<file path="src/rtl/multi_cycle_controller.sv">
// Multi-cycle CPU controller.
// Moore FSM that sequences the shared datapath (one memory port, one ALU,
// IR and PC). Opcode is decoded from the already-registered IR in DECODE
// only. A mem_ready handshake stalls FETCH, MEMRD and MEMWR. The block also
// latches instruction-type flags, counts retired instructions and traps on
// illegal opcodes.
//
// The control outputs are registered. Each register is loaded with the
// decode of the *next* state, so every output is a clean flop that always
// matches the current state code. The one exception is FETCH: ir_write and
// pc_write follow mem_ready in the same cycle. They are formed by ANDing a
// registered "in FETCH" bit with mem_ready.
module multi_cycle_controller #(
  parameter int CNT_W   = 8,
  parameter bit TRAP_EN = 1'b1
) (
  input  logic             hand_clock,
  input  logic             reset,
  input  logic [5:0]       opcode,
  input  logic             mem_ready,
  output logic             pc_write,
  output logic             pc_write_cond,
  output logic [1:0]       pc_source,
  output logic             iord,
  output logic             mem_read,
  output logic             mem_write,
  output logic             ir_write,
  output logic             mem_to_reg,
  output logic             reg_dst,
  output logic             reg_write,
  output logic             alu_src_a,
  output logic [1:0]       alu_src_b,
  output logic [1:0]       alu_op,
  output logic [3:0]       state,
  output logic             flag_j,
  output logic             flag_r,
  output logic             flag_lw,
  output logic             flag_sw,
  output logic             flag_beq,
  output logic             halted,
  output logic [CNT_W-1:0] retired
);

  typedef enum logic [3:0] {
    IDLE   = 4'd0,
    FETCH  = 4'd1,
    DECODE = 4'd2,
    MEMADR = 4'd3,
    MEMRD  = 4'd4,
    MEMWB  = 4'd5,
    MEMWR  = 4'd6,
    EXEC   = 4'd7,
    ALUWB  = 4'd8,
    BRANCH = 4'd9,
    JUMP   = 4'd10,
    TRAP   = 4'd11
  } state_t;

  localparam logic [5:0] OP_R   = 6'b000000;
  localparam logic [5:0] OP_LW  = 6'b100011;
  localparam logic [5:0] OP_SW  = 6'b101011;
  localparam logic [5:0] OP_BEQ = 6'b000100;
  localparam logic [5:0] OP_J   = 6'b000010;

  localparam logic [CNT_W-1:0] CNT_ONE = {{(CNT_W-1){1'b0}}, 1'b1};

  // Current state and registered outputs
  state_t           state_r;
  logic             fetch_r;
  logic             pc_write_r;
  logic             pc_write_cond_r;
  logic [1:0]       pc_source_r;
  logic             iord_r;
  logic             mem_read_r;
  logic             mem_write_r;
  logic             mem_to_reg_r;
  logic             reg_dst_r;
  logic             reg_write_r;
  logic             alu_src_a_r;
  logic [1:0]       alu_src_b_r;
  logic [1:0]       alu_op_r;
  logic             halted_r;
  logic             flag_j_r;
  logic             flag_r_r;
  logic             flag_lw_r;
  logic             flag_sw_r;
  logic             flag_beq_r;
  logic [CNT_W-1:0] retired_r;

  // Combinational next values
  state_t           next_state_s;
  logic             retire_s;
  logic             fetch_s;
  logic             pc_write_s;
  logic             pc_write_cond_s;
  logic [1:0]       pc_source_s;
  logic             iord_s;
  logic             mem_read_s;
  logic             mem_write_s;
  logic             mem_to_reg_s;
  logic             reg_dst_s;
  logic             reg_write_s;
  logic             alu_src_a_s;
  logic [1:0]       alu_src_b_s;
  logic [1:0]       alu_op_s;
  logic             halted_s;
  logic [4:0]       dec_flags_s;

  // One-hot instruction type {j, r, lw, sw, beq}. All zero means illegal.
  function automatic logic [4:0] decode_type(input logic [5:0] op);
    logic [4:0] t;
    t = 5'b00000;
    case (op)
      OP_J:    t = 5'b10000;
      OP_R:    t = 5'b01000;
      OP_LW:   t = 5'b00100;
      OP_SW:   t = 5'b00010;
      OP_BEQ:  t = 5'b00001;
      default: t = 5'b00000;
    endcase
    return t;
  endfunction

  // Decode the opcode into type flags; used only when leaving DECODE
  always_comb begin
    dec_flags_s = decode_type(opcode);
  end

  // Next-state selection
  always_comb begin
    next_state_s = IDLE;
    case (state_r)
      IDLE: next_state_s = FETCH;
      FETCH: begin
        if (mem_ready) begin
          next_state_s = DECODE;
        end else begin
          next_state_s = FETCH;
        end
      end
      DECODE: begin
        case (opcode)
          OP_R:          next_state_s = EXEC;
          OP_LW, OP_SW:  next_state_s = MEMADR;
          OP_BEQ:        next_state_s = BRANCH;
          OP_J:          next_state_s = JUMP;
          default: begin
            if (TRAP_EN) begin
              next_state_s = TRAP;
            end else begin
              next_state_s = FETCH;
            end
          end
        endcase
      end
      MEMADR: begin
        // The type was latched on the DECODE exit edge, so the flags are valid here
        if (flag_lw_r) begin
          next_state_s = MEMRD;
        end else if (flag_sw_r) begin
          next_state_s = MEMWR;
        end else begin
          next_state_s = FETCH;
        end
      end
      MEMRD: begin
        if (mem_ready) begin
          next_state_s = MEMWB;
        end else begin
          next_state_s = MEMRD;
        end
      end
      MEMWB: next_state_s = FETCH;
      MEMWR: begin
        if (mem_ready) begin
          next_state_s = FETCH;
        end else begin
          next_state_s = MEMWR;
        end
      end
      EXEC:    next_state_s = ALUWB;
      ALUWB:   next_state_s = FETCH;
      BRANCH:  next_state_s = FETCH;
      JUMP:    next_state_s = FETCH;
      TRAP:    next_state_s = TRAP;
      default: next_state_s = IDLE;
    endcase
  end

  // An instruction retires on the edge that leaves its final state
  always_comb begin
    retire_s = 1'b0;
    case (state_r)
      MEMWB, ALUWB, BRANCH, JUMP: retire_s = 1'b1;
      MEMWR:                      retire_s = mem_ready;
      default:                    retire_s = 1'b0;
    endcase
  end

  // Control decode of the state being entered, loaded into the output flops
  always_comb begin
    fetch_s         = 1'b0;
    pc_write_s      = 1'b0;
    pc_write_cond_s = 1'b0;
    pc_source_s     = 2'b00;
    iord_s          = 1'b0;
    mem_read_s      = 1'b0;
    mem_write_s     = 1'b0;
    mem_to_reg_s    = 1'b0;
    reg_dst_s       = 1'b0;
    reg_write_s     = 1'b0;
    alu_src_a_s     = 1'b0;
    alu_src_b_s     = 2'b00;
    alu_op_s        = 2'b00;
    halted_s        = 1'b0;
    case (next_state_s)
      FETCH: begin
        fetch_s     = 1'b1;
        mem_read_s  = 1'b1;
        alu_src_b_s = 2'b01;
      end
      DECODE: begin
        alu_src_b_s = 2'b11;
      end
      MEMADR: begin
        alu_src_a_s = 1'b1;
        alu_src_b_s = 2'b10;
      end
      MEMRD: begin
        mem_read_s = 1'b1;
        iord_s     = 1'b1;
      end
      MEMWB: begin
        reg_write_s  = 1'b1;
        mem_to_reg_s = 1'b1;
      end
      MEMWR: begin
        mem_write_s = 1'b1;
        iord_s      = 1'b1;
      end
      EXEC: begin
        alu_src_a_s = 1'b1;
        alu_op_s    = 2'b10;
      end
      ALUWB: begin
        reg_write_s = 1'b1;
        reg_dst_s   = 1'b1;
      end
      BRANCH: begin
        alu_src_a_s     = 1'b1;
        alu_op_s        = 2'b01;
        pc_write_cond_s = 1'b1;
        pc_source_s     = 2'b01;
      end
      JUMP: begin
        pc_write_s  = 1'b1;
        pc_source_s = 2'b10;
      end
      TRAP: begin
        halted_s = 1'b1;
      end
      default: begin
        fetch_s = 1'b0;
      end
    endcase
  end

  // FSM state, registered controls, type flags and retired counter
  always_ff @(posedge hand_clock or posedge reset) begin
    if (reset) begin
      state_r         <= IDLE;
      fetch_r         <= 1'b0;
      pc_write_r      <= 1'b0;
      pc_write_cond_r <= 1'b0;
      pc_source_r     <= 2'b00;
      iord_r          <= 1'b0;
      mem_read_r      <= 1'b0;
      mem_write_r     <= 1'b0;
      mem_to_reg_r    <= 1'b0;
      reg_dst_r       <= 1'b0;
      reg_write_r     <= 1'b0;
      alu_src_a_r     <= 1'b0;
      alu_src_b_r     <= 2'b00;
      alu_op_r        <= 2'b00;
      halted_r        <= 1'b0;
      flag_j_r        <= 1'b0;
      flag_r_r        <= 1'b0;
      flag_lw_r       <= 1'b0;
      flag_sw_r       <= 1'b0;
      flag_beq_r      <= 1'b0;
      retired_r       <= {CNT_W{1'b0}};
    end else begin
      state_r         <= next_state_s;
      fetch_r         <= fetch_s;
      pc_write_r      <= pc_write_s;
      pc_write_cond_r <= pc_write_cond_s;
      pc_source_r     <= pc_source_s;
      iord_r          <= iord_s;
      mem_read_r      <= mem_read_s;
      mem_write_r     <= mem_write_s;
      mem_to_reg_r    <= mem_to_reg_s;
      reg_dst_r       <= reg_dst_s;
      reg_write_r     <= reg_write_s;
      alu_src_a_r     <= alu_src_a_s;
      alu_src_b_r     <= alu_src_b_s;
      alu_op_r        <= alu_op_s;
      halted_r        <= halted_s;
      if (state_r == DECODE) begin
        {flag_j_r, flag_r_r, flag_lw_r, flag_sw_r, flag_beq_r} <= dec_flags_s;
      end
      if (retire_s) begin
        retired_r <= retired_r + CNT_ONE;
      end
    end
  end

  // FETCH strobes track mem_ready within the cycle; everything else is a flop
  assign ir_write      = fetch_r & mem_ready;
  assign pc_write      = pc_write_r | (fetch_r & mem_ready);
  assign pc_write_cond = pc_write_cond_r;
  assign pc_source     = pc_source_r;
  assign iord          = iord_r;
  assign mem_read      = mem_read_r;
  assign mem_write     = mem_write_r;
  assign mem_to_reg    = mem_to_reg_r;
  assign reg_dst       = reg_dst_r;
  assign reg_write     = reg_write_r;
  assign alu_src_a     = alu_src_a_r;
  assign alu_src_b     = alu_src_b_r;
  assign alu_op        = alu_op_r;
  assign state         = state_r;
  assign flag_j        = flag_j_r;
  assign flag_r        = flag_r_r;
  assign flag_lw       = flag_lw_r;
  assign flag_sw       = flag_sw_r;
  assign flag_beq      = flag_beq_r;
  assign halted        = halted_r;
  assign retired       = retired_r;

endmodule

</file>
<file path="config.mk">
export PLATFORM = sky130hd
export DESIGN_NAME = multi_cycle_controller
export DESIGN_NICKNAME = d
export VERILOG_FILES = /design/src/rtl/multi_cycle_controller.sv
export SDC_FILE = /design/constraint.sdc
export NUM_CORES = 1
export LEC_CHECK = 0
export BUFFER_PORTS_ARGS = -buffer_cell sky130_fd_sc_hd__buf_2
export CAP_MARGIN = 20
export CELL_PAD_IN_SITES_DETAIL_PLACEMENT = 1
export CELL_PAD_IN_SITES_GLOBAL_PLACEMENT = 1
export CORE_UTILIZATION = 41
export CTS_BUF_LIST = sky130_fd_sc_hd__clkbuf_8
export DETAILED_ROUTE_END_ITERATION = 7
export PLACE_DENSITY = 0.83
export SLEW_MARGIN = 10
export SYNTH_ARGS = -nofsm -noshare
export SYNTH_HDL_FRONTEND = slang
export SYNTH_SLANG_ARGS = --single-unit
</file>
<file path="constraint.sdc">
create_clock -name hand_clock -period 2.6 [get_ports hand_clock]
set_input_delay 0.26 -clock hand_clock [delete_from_list [all_inputs] [get_ports hand_clock]]
set_output_delay 0.26 -clock hand_clock [all_outputs]
set_load 0.01 [all_outputs]
</file>
==> flow_summary_export.csv <==
group,metric,value,unit
clock_tree,cts_buffer_depth,2,
die,die_w,62.1,microns
clock_tree,cts_tree,"done",
pwr,leakage,0.969,nW
hold_path,hold_class,"in -> async",
timing,worst_slew_pin_slew,861,ps
layout,area_growth,21.6,%
yosys,yosysWarnings,0,
status,status,"finished clean",
layout,fillerInstances,382,
timing,setup_viol,0,
route,drt_wl_total,3090,microns
yosys,syn_area,1480,sq um
placed_design,placed_area,1690,sq um
route,vias,1104,
placed_design,gp_congestion,0.789,
yosys,synth_edf_count,0,
pwr,ir_drop,522,uV
route,drcViolationCount,0,
grt,first_global_vias,1038,
route,drt_pass1_iterations,4,
worst_setup_path,worstPathMaxFanout,12,
route,antenna_left,0,
pwr,power_frac_clock,21.0,%
placed_design,port_buffers,42,
yosys,ys_seq_area_share,54.1,%
clock_tree,path_clk_slew,60,ps
pwr,internal_power,1.35,mW
timing,timing.hold.ws,50.9,ps
layout,largest_reg_flops,8,
clock_tree,numCtsBuffers,5,
worst_setup_path,end_kind,"register",
pwr,power.share.sequential,37.2,%
pwr,power_frac_comb,41.8,%
worst_setup_path,timing.rr.end,"alu_src_a",
timing,max_freq,0.445,GHz
pwr,power_switching,803,uW
clock_tree,cts-root-buf,"clkbuf_8",
yosys,synth_area_per_cell,11.4,sq um
timing,hold_viol_final,0,
yosys,synth_area_leaders,"dfrtp_1 54%, xnor2_1 3.0%, nand2_1 2.5%",
placed_design,dp_hpwl,2360,microns
timing,rsz0062_at_grt,"false",
yosys,ys_ff_latch,32,
yosys,synth_nets,140,
yosys,synth_largest_area_cell,"dfrtp_1",
clock_tree,cts.sinks,32,
pwr,cellPowerDensity,1190,nW/um^2
die,rows,21,
timing,min_period,2250,ps
grt,antenna_found_initial,0,
layout,fin_nets,182,
grt,track_usage,17.3,%
clock_tree,postCtsHoldBufs,0,
worst_setup_path,startpoint_type,"register",
worst_setup_path,timing.rr.start,"state[3]",
yosys,synthFlopType,"dfrtp_1",
yosys,ys_types,46,
die,start_util,43.7,%
grt,grt_pass1_wl,4600,microns
worst_setup_path,cp_data_required_time,2780,ps
layout,finalInstanceArea,1800,sq um
timing,maxSlewHeadroom,41.9,%
pwr,finalPower,2.15,mW
yosys,synthArstFlopShare,100,%
die,dieArea,3850,sq um
pwr,swShare,37.4,%
grt,grt_max_degree,33,
timing,finalSetupTns,0,ps
die,io_pins,43,
timing,slew_viol_final,0,
yosys,synth_top_cells_by_count,"32 x dfrtp_1, 10 x nand2_1, 7 x nor2_1",
grt,grt_overflow,0,
clock_tree,cts_resized,0,
die,core_area,3390,sq um
yosys,synthMostInstantiatedCell,"dfrtp_1",
worst_setup_path,crit_arrival,2420,ps
timing,finalCritPeriodShare,86.4,%
route,wl_per_cell,14.1,microns
worst_setup_path,path_class,"reg -> reg",
route,via_per_inst,5.04,
die,die_height,62.1,microns
worst_setup_path,reg2reg_depth,6,
yosys,synth_top_area_share,54.1,%
layout,drive_above_1_share,38.2,%
job,maxCapViolCount,0,
yosys,syn_inst,130,
clock_tree,clk_latency,280,ps
timing,finalClockSkew,4.57,ps
layout,diodes,0,
worst_setup_path,regToRegSetupSlack,350,ps
clock_tree,postCtsSetupBuffers,0,
clock_tree,h-tree-depth,2,
route,drtIter0Drc,38,
final cells by class:
cell class                      count  area (sq um)  area share [%]
Inverter                            4          15.0           0.834
Timing Repair Buffer               43           218            12.1
Tap cell                           46          57.6            3.20
Multi-Input combinational cell     86           601            33.4
Clock buffer                        5          68.8            3.82
Clock inverter                      3          38.8            2.16
Sequential cell                    32           801            44.5
routing by layer:
layer / global-route usage (%) / share of wire, %
met5: 0 / 0
met4: 6.67 / 0.23
met3: 7.04 / 5.9
met2: 29.2 / 53
met1: 19.6 / 40
critical path: stages (launching register included):
cell and delay (ps):
dfrtp_1 510, or4b_4 660, a21oi_1 280, nor3_4 100, inv_2 90, mux2_2 330, a21o_1 170
metrics by stage:
| step | instances | utilization, % | setup slack (ps) |
|---|---|---|---|
| after global routing | 219 | 53.1 | 214 |
| after global placement | 211 | 49.9 | 462 |
| final | 219 | 53.1 | 353 |
| after detailed placement | 211 | 49.9 | 358 |
| after floorplan | 130 | - | 530 |
| after CTS | 219 | 53.1 | 335 |
cells by family (layout without fill, tap and decap cells):
family,Yosys count,after routing,synth area share [%]
muxes,2,2,1.44
adders and majority gates,1,1,0.845
buffers and inverters,12,55,5.32
AOI/OAI and AO/OA,19,19,10.7
and+or+nand+nor,56,56,22.8
DFF,32,32,54.1
xor gates and xnor gates,8,8,4.73
worst max path at each step:
stage	start	to	slack (ps)	depth (start not counted)
global placement	state[3]	alu_src_a	460	6
global route	state[3]	alu_src_a	210	6
CTS	state[3]	alu_src_a	340	6
detailed placement	state[3]	alu_src_a	360	6
floorplan	state[0]	alu_src_a	530	7
finish	state[3]	alu_src_a	350	6
placed cells by master, fill, tap and decap left out, drive strengths merged, types with 5 or more instances in the layout:
| cell type | n |
|---|---|
| a21o | 5 |
| buf | 43 |
| clkbuf | 5 |
| dfrtp | 32 |
| inv | 5 |
| nand2 | 10 |
| nor2 | 7 |
| nor3 | 6 |
| xnor2 | 5 |
power groups by stage:
stage               clock network, mW  logic, mW  registers, mW
finish                          0.451      0.899          0.799
global placement                    0      0.866          0.790
global route                    0.487       1.00          0.826
detailed placement                  0      0.902          0.810
floorplan                           0      0.670          0.811
CTS                             0.470      0.916          0.802
Power figures use the tool's default switching activity.
